File: config.mk
export PLATFORM = sky130hd
export DESIGN_NAME = balu_ctrl
export DESIGN_NICKNAME = d
export VERILOG_FILES = /design/src/rtl/balu_ctrl.sv
export SDC_FILE = /design/constraint.sdc
export NUM_CORES = 1
export LEC_CHECK = 0
export CAP_MARGIN = 10
export CORE_ASPECT_RATIO = 0.75
export CORE_UTILIZATION = 44
export DETAILED_ROUTE_END_ITERATION = 16
export PLACE_DENSITY = 0.84
export SETUP_SLACK_MARGIN = 0.5
export SYNTH_ARGS = -nofsm -noshare
export SYNTH_HDL_FRONTEND = slang
export SYNTH_SLANG_ARGS = --single-unit
export TNS_END_PERCENT = 30
File: constraint.sdc
create_clock -name clk -period 5.9 [get_ports clk]
set_input_delay 0.59 -clock clk [delete_from_list [all_inputs] [get_ports clk]]
set_output_delay 0.59 -clock clk [all_outputs]
set_load 0.05 [all_outputs]
File: src/rtl/balu_ctrl.sv
// balu_ctrl: valid/ready sequencer decoding Zbb/Zbs ops into BALU mode codes, with an iterative CPOP engine.
// Optional: define BALU_CTRL_CPOP_EN to decode CPOP and build the popcount engine; otherwise CPOP is illegal.
module balu_ctrl (
  input  logic        clk,
  input  logic        rst,
  input  logic        in_valid,
  output logic        in_ready,
  input  logic [31:0] instr,
  input  logic [31:0] rs1_data,
  input  logic [31:0] rs2_data,
  output logic [31:0] balu_num1,
  output logic [31:0] balu_num2,
  output logic [7:0]  balu_mode,
  input  logic [31:0] balu_ans,
  input  logic        balu_error,
  output logic        out_valid,
  input  logic        out_ready,
  output logic [31:0] out_data,
  output logic        out_illegal
);
  typedef enum logic [1:0] {IDLE, EXEC, CPOP, DONE} state_t;
  state_t state, state_nx;
  logic [6:0] opcode, f7;
  logic [2:0] f3;
  logic [4:0] sh;
  logic is_op, is_imm, dec_cpop, dec_ill, cpop_last;
  logic [7:0] dec_mode;
  logic [31:0] cpop_res;
  assign opcode = instr[6:0];
  assign f3 = instr[14:12];
  assign sh = instr[24:20];
  assign f7 = instr[31:25];
  assign is_op = opcode == 7'b0110011;
  assign is_imm = opcode == 7'b0010011;
  assign in_ready = state == IDLE && !rst;
  assign out_valid = state == DONE;
  always_comb begin
    dec_mode = 8'h00;
    if (is_op || is_imm)
      case ({f3, f7})
        {3'b001, 7'b0100100}: dec_mode = 8'h30;
        {3'b001, 7'b0110100}: dec_mode = 8'h32;
        {3'b001, 7'b0010100}: dec_mode = 8'h33;
        {3'b101, 7'b0100100}: dec_mode = 8'h31;
        {3'b101, 7'b0110000}: dec_mode = 8'h38;
        {3'b001, 7'b0110000}: dec_mode = is_op ? 8'h37 : sh == 5'd0 ? 8'h34 : sh == 5'd1 ? 8'h36 : 8'h00;
        default: dec_mode = 8'h00;
      endcase
  end
  assign dec_ill = dec_mode == 8'h00 && !dec_cpop;
`ifdef BALU_CTRL_CPOP_EN
  logic [31:0] shift;
  logic [5:0] acc, acc_nx;
  logic [2:0] beat;
  assign dec_cpop = is_imm && f3 == 3'b001 && f7 == 7'b0110000 && sh == 5'd2;
  assign acc_nx = acc + 6'(shift[0]) + 6'(shift[1]) + 6'(shift[2]) + 6'(shift[3]);
  assign cpop_last = beat == 3'd7;
  assign cpop_res = {26'b0, acc_nx};
  always_ff @(posedge clk) begin
    if (rst) begin
      shift <= '0;
      acc <= '0;
      beat <= '0;
    end else if (state == IDLE && in_valid) begin
      shift <= rs1_data;
      acc <= '0;
      beat <= '0;
    end else if (state == CPOP) begin
      shift <= shift >> 4;
      acc <= acc_nx;
      beat <= beat + 3'd1;
    end
  end
`else
  assign dec_cpop = 1'b0;
  assign cpop_last = 1'b1;
  assign cpop_res = '0;
`endif
  always_ff @(posedge clk) state <= rst ? IDLE : state_nx;
  always_comb begin
    state_nx = state;
    case (state)
      IDLE: if (in_valid) state_nx = dec_ill ? DONE : dec_cpop ? CPOP : EXEC;
      EXEC: state_nx = DONE;
      CPOP: if (cpop_last) state_nx = DONE;
      DONE: if (out_ready) state_nx = IDLE;
      default: state_nx = IDLE;
    endcase
  end
  always_ff @(posedge clk) begin
    if (rst) begin
      balu_mode <= '0;
      balu_num1 <= '0;
      balu_num2 <= '0;
      out_data <= '0;
      out_illegal <= 1'b0;
    end else
      case (state)
        IDLE: if (in_valid) begin
          out_illegal <= dec_ill;
          if (dec_ill) out_data <= '0;
          if (!dec_ill && !dec_cpop) begin
            balu_mode <= dec_mode;
            balu_num1 <= rs1_data;
            balu_num2 <= is_imm ? {27'b0, sh} : rs2_data;
          end
        end
        EXEC: begin
          out_data <= balu_ans;
          out_illegal <= balu_error;
        end
        CPOP: if (cpop_last) out_data <= cpop_res;
        default: ;
      endcase
  end
endmodule

==> impl_results.html <==
<table>
<tr><th>Metric</th><th>Value</th></tr>
<tr><th colspan="2">Run status</th></tr>
<tr><td>Outcome</td><td>complete, no violations</td></tr>
<tr><th colspan="2">Final layout</th></tr>
<tr><td>Area of the multi-input gates</td><td>2500 µm²</td></tr>
<tr><td>Reg area</td><td>2080 µm²</td></tr>
<tr><td>Synth-to-layout area growth</td><td>51.3%</td></tr>
<tr><td>Final design utilization</td><td>0.701</td></tr>
<tr><td>Post-route non-filler standard cell count</td><td>923</td></tr>
<tr><td>Fillers</td><td>818</td></tr>
<tr><td>ANT cells</td><td>0</td></tr>
<tr><td>Nets@finish</td><td>920</td></tr>
<tr><td>Fraction of layout instances using a drive strength above 1</td><td>0.0407</td></tr>
<tr><th colspan="2">Die</th></tr>
<tr><td>Initial standard-cell utilization of the core</td><td>0.463</td></tr>
<tr><td>Die Height</td><td>93.2 µm</td></tr>
<tr><td>Core Box Area</td><td>10500 µm²</td></tr>
<tr><td>Total I/O pin count</td><td>240</td></tr>
<tr><td>Width of the die</td><td>124 µm</td></tr>
<tr><td>Die area</td><td>11500 µm²</td></tr>
<tr><td>Number of placement rows</td><td>32</td></tr>
<tr><th colspan="2">Placement</th></tr>
<tr><td>DP Wirelength</td><td>10300 µm</td></tr>
<tr><td>Routability Congestion</td><td>0.794</td></tr>
<tr><td>Post-placement cell count</td><td>906</td></tr>
<tr><td>Port Buf Inserts</td><td>227</td></tr>
<tr><th colspan="2">Global routing</th></tr>
<tr><td>Global-route wire length before repair</td><td>23900 µm</td></tr>
<tr><td>Initial antenna violation count</td><td>0</td></tr>
<tr><td>Pin count of the biggest net entering global routing</td><td>83</td></tr>
<tr><td>GRT Residual Overflow</td><td>0</td></tr>
<tr><td>Via count of the first global-routing pass</td><td>4829</td></tr>
<tr><td>GRT Util Overall</td><td>0.264</td></tr>
<tr><th colspan="2">Routing</th></tr>
<tr><td>Via density</td><td>5.42</td></tr>
<tr><td>Final Routed Wirelength</td><td>15300 µm</td></tr>
<tr><td>Starting DRC count in detailed routing</td><td>298</td></tr>
<tr><td>Post-detailed-route DRC marker count</td><td>0</td></tr>
<tr><td>Number of detailed-routing iterations run before antenna repair</td><td>6</td></tr>
<tr><td>Antenna viol nets, final</td><td>0</td></tr>
<tr><td>Routed WL per cell</td><td>16.6 µm</td></tr>
<tr><td>Routed vias</td><td>5000</td></tr>
<tr><th colspan="2">Timing</th></tr>
<tr><td>Headroom to the max-slew limit</td><td>0.215</td></tr>
<tr><td>Min Tclk post-route</td><td>3050 ps</td></tr>
<tr><td>Highest clock frequency the design can meet</td><td>328 MHz</td></tr>
<tr><td>Transition at the pin with the smallest max-transition slack</td><td>1180 ps</td></tr>
<tr><td>Final setup TNS</td><td>0 ps</td></tr>
<tr><td>Finish-stage setup viols</td><td>0</td></tr>
<tr><td>Worst clock skew</td><td>7.01 ps</td></tr>
<tr><td>Fraction of the cycle the final worst path needs</td><td>0.517</td></tr>
<tr><td>Count of final hold-check violations</td><td>0</td></tr>
<tr><td>Unrepaired setup endpoints after global routing</td><td>false</td></tr>
<tr><td>Slew Viols, Final</td><td>0</td></tr>
<tr><th colspan="2">Yosys</th></tr>
<tr><td>Fraction of synthesized cell area taken by the top area cell type</td><td>0.427</td></tr>
<tr><td>Mapped Area</td><td>4880 µm²</td></tr>
<tr><td>Flip-flop and latch count after synthesis</td><td>104</td></tr>
<tr><td>Number of enable-type register cells in the synthesized netlist</td><td>0</td></tr>
<tr><td>Top area cells in the synthesized netlist</td><td>sky130_fd_sc_hd__dfxtp_1 43%, sky130_fd_sc_hd__o21ai_0 13%, sky130_fd_sc_hd__nor2b_1 9.1%, sky130_fd_sc_hd__o211ai_1 4.9%, sky130_fd_sc_hd__nand2b_1 4.7%</td></tr>
<tr><td>Synthesized netlist cell count</td><td>595</td></tr>
<tr><td>Predominant post-synthesis flop cell</td><td>sky130_fd_sc_hd__dfxtp_1</td></tr>
<tr><td>Fraction of the yosys area taken by sequential cells</td><td>0.427</td></tr>
<tr><td>Avg Cell Area, Syn</td><td>8.19 µm²</td></tr>
<tr><td>Biggest area consumer among synthesized cells</td><td>sky130_fd_sc_hd__dfxtp_1</td></tr>
<tr><td>Yosys cell types</td><td>44</td></tr>
<tr><td>Yosys warnings</td><td>0</td></tr>
<tr><td>Share of flip-flops with an asynchronous set or reset after synthesis</td><td>0</td></tr>
<tr><th colspan="2">Critical path</th></tr>
<tr><td>Worst EP required</td><td>6120 ps</td></tr>
<tr><td>Critical Path Sink Type</td><td>register</td></tr>
<tr><td>Critical path arrival</td><td>3270 ps</td></tr>
<tr><td>Type of element launching the critical path</td><td>input port</td></tr>
<tr><td>Worst-path maximum fanout</td><td>70</td></tr>
<tr><td>Kind of critical path</td><td>input port to register</td></tr>
<tr><th colspan="2">Clock network</th></tr>
<tr><td>Setup Buffers After CTS</td><td>0</td></tr>
<tr><td>Num Clock Sinks</td><td>104</td></tr>
<tr><td>Buffer depth of the longest clock path</td><td>2</td></tr>
<tr><td>Number of hold buffers added after CTS</td><td>0</td></tr>
<tr><td>TritonCTS Buffers</td><td>9</td></tr>
<tr><td>Root Driver</td><td>sky130_fd_sc_hd__clkbuf_16</td></tr>
<tr><td>Clock latency of the later-clocked register in the worst-skew pair</td><td>340 ps</td></tr>
<tr><td>TritonCTS clock tree</td><td>yes</td></tr>
<tr><td>Clock slew seen by the registers of the worst setup and hold paths</td><td>70 ps</td></tr>
<tr><td># H-tree levels</td><td>3</td></tr>
<tr><td># resized after CTS</td><td>0</td></tr>
<tr><th colspan="2">Min path</th></tr>
<tr><td>Type of the worst min-delay path</td><td>register to register</td></tr>
<tr><th colspan="2">Pwr</th></tr>
<tr><td>Maximum vdd ir drop</td><td>0.000143 V</td></tr>
<tr><td>Power density over cell area</td><td>231 nW/µm²</td></tr>
<tr><td>P_leak</td><td>2.52 nW</td></tr>
<tr><td>Overall power of the completed layout</td><td>1.71 mW</td></tr>
<tr><th colspan="2">Job</th></tr>
<tr><td>Maxcap violations</td><td>0</td></tr>
</table>
[metrics by stage]
stage | hold WS (ps) | cell area [µm²] | worst slack (ps)
after global routing | 483 | 7380 | 2640
after CTS | 468 | 7350 | 2850
final | 465 | 7380 | 2850
after floorplan | 512 | 4880 | 3460
after global placement | 449 | 7080 | 2520
after detailed placement | 459 | 7080 | 2490
[synthesized netlist by cell type (8+ instances only)]
library cell,count
sky130_fd_sc_hd__a21oi_1,35
sky130_fd_sc_hd__buf_6,8
sky130_fd_sc_hd__clkbuf_1,43
sky130_fd_sc_hd__dfxtp_1,104
sky130_fd_sc_hd__nand2_1,31
sky130_fd_sc_hd__nand2b_1,37
sky130_fd_sc_hd__nand3_1,35
sky130_fd_sc_hd__nor2_1,10
sky130_fd_sc_hd__nor2b_1,71
sky130_fd_sc_hd__o211ai_1,32
sky130_fd_sc_hd__o21ai_0,126
[where the power goes]
part           leakage (nW)  internal [mW]  total [mW]  switching, mW
Clock                 0.126          0.286       0.542          0.257
Combinational          1.56          0.171       0.423          0.252
Sequential            0.841          0.726       0.742         0.0156
[routing by layer]
| metal | track usage | wire, µm | vias up |
|---|---|---|---|
| met3 | 0.0915 | 1340 | 20 |
| met5 | 0 | 0 | - |
| met4 | 0.0793 | 247 | 0 |
| met1 | 0.314 | 6350 | 2348 |
| li1 | - | - | 2447 |
| met2 | 0.446 | 7360 | 185 |
[sequential cells by signal, summed over array words and instances (netlist names)]
| signal | count |
|---|---|
| balu_mode | 5 |
| balu_num1 | 32 |
| balu_num2 | 32 |
| out_data | 32 |
| out_illegal | 1 |
| state | 2 |
[layout by cell type, fill, tap and decap left out, drive strengths merged, types with 2 or more instances in the layout]
cell and instances:
nor3 2, o21ai 131, a21o 2, o2111ai 2, inv 5, nand4 2, buf 7, nor4 4
clkinvlp 2, nand2b 37, clkinv 3, nor2 11, nand2 31, a21oi 35, ha 5, o211ai 32
or4 5, nor2b 71, mux2i 5, clkbuf 11, dfxtp 104, conb 2, nand3 36, clkdlybuf4s50 226
[critical path, stage by stage]
cell and delay, ps:
sky130_fd_sc_hd__clkdlybuf4s50_1 390, sky130_fd_sc_hd__nor4_1 580, sky130_fd_sc_hd__o2111ai_1 330, sky130_fd_sc_hd__o21a_2 220
sky130_fd_sc_hd__buf_4 310, sky130_fd_sc_hd__nor2_1 440, sky130_fd_sc_hd__mux2_2 380
[worst paths after layout]
kind	from	endpoint	slack, ps	cells past startpoint
worst max-delay path	instr[26]	balu_mode[0]$_SDFFE_PP0P_	2850	7
worst min-delay path	out_data[4]$_SDFFE_PP0P_	out_data[4]$_SDFFE_PP0P_	460	2
worst max register to register	state[0]$_SDFFE_PP0P_	out_data[5]$_SDFFE_PP0P_	3620	6
worst min register to register	out_data[4]$_SDFFE_PP0P_	out_data[4]$_SDFFE_PP0P_	460	2
[logic make-up after synthesis]
kind of cell / after synthesis / share of synthesized area
buf+inv: 63 / 0.0634
other cells: 1 / 0.000769
flops: 104 / 0.427
fa+ha+maj: 5 / 0.0128
mux: 6 / 0.0126
compound gates: 210 / 0.240
simple gates: 206 / 0.243
[layout make-up]
type / count / area share
multi-input cells: 429 / 0.340
repair buffers: 233 / 0.316
flip-flops and latches: 104 / 0.282
clock buffers: 11 / 0.0315
well taps: 136 / 0.0231
clock inverters: 5 / 0.00458
inverters: 5 / 0.00254
(Power assumes the default switching activity.)
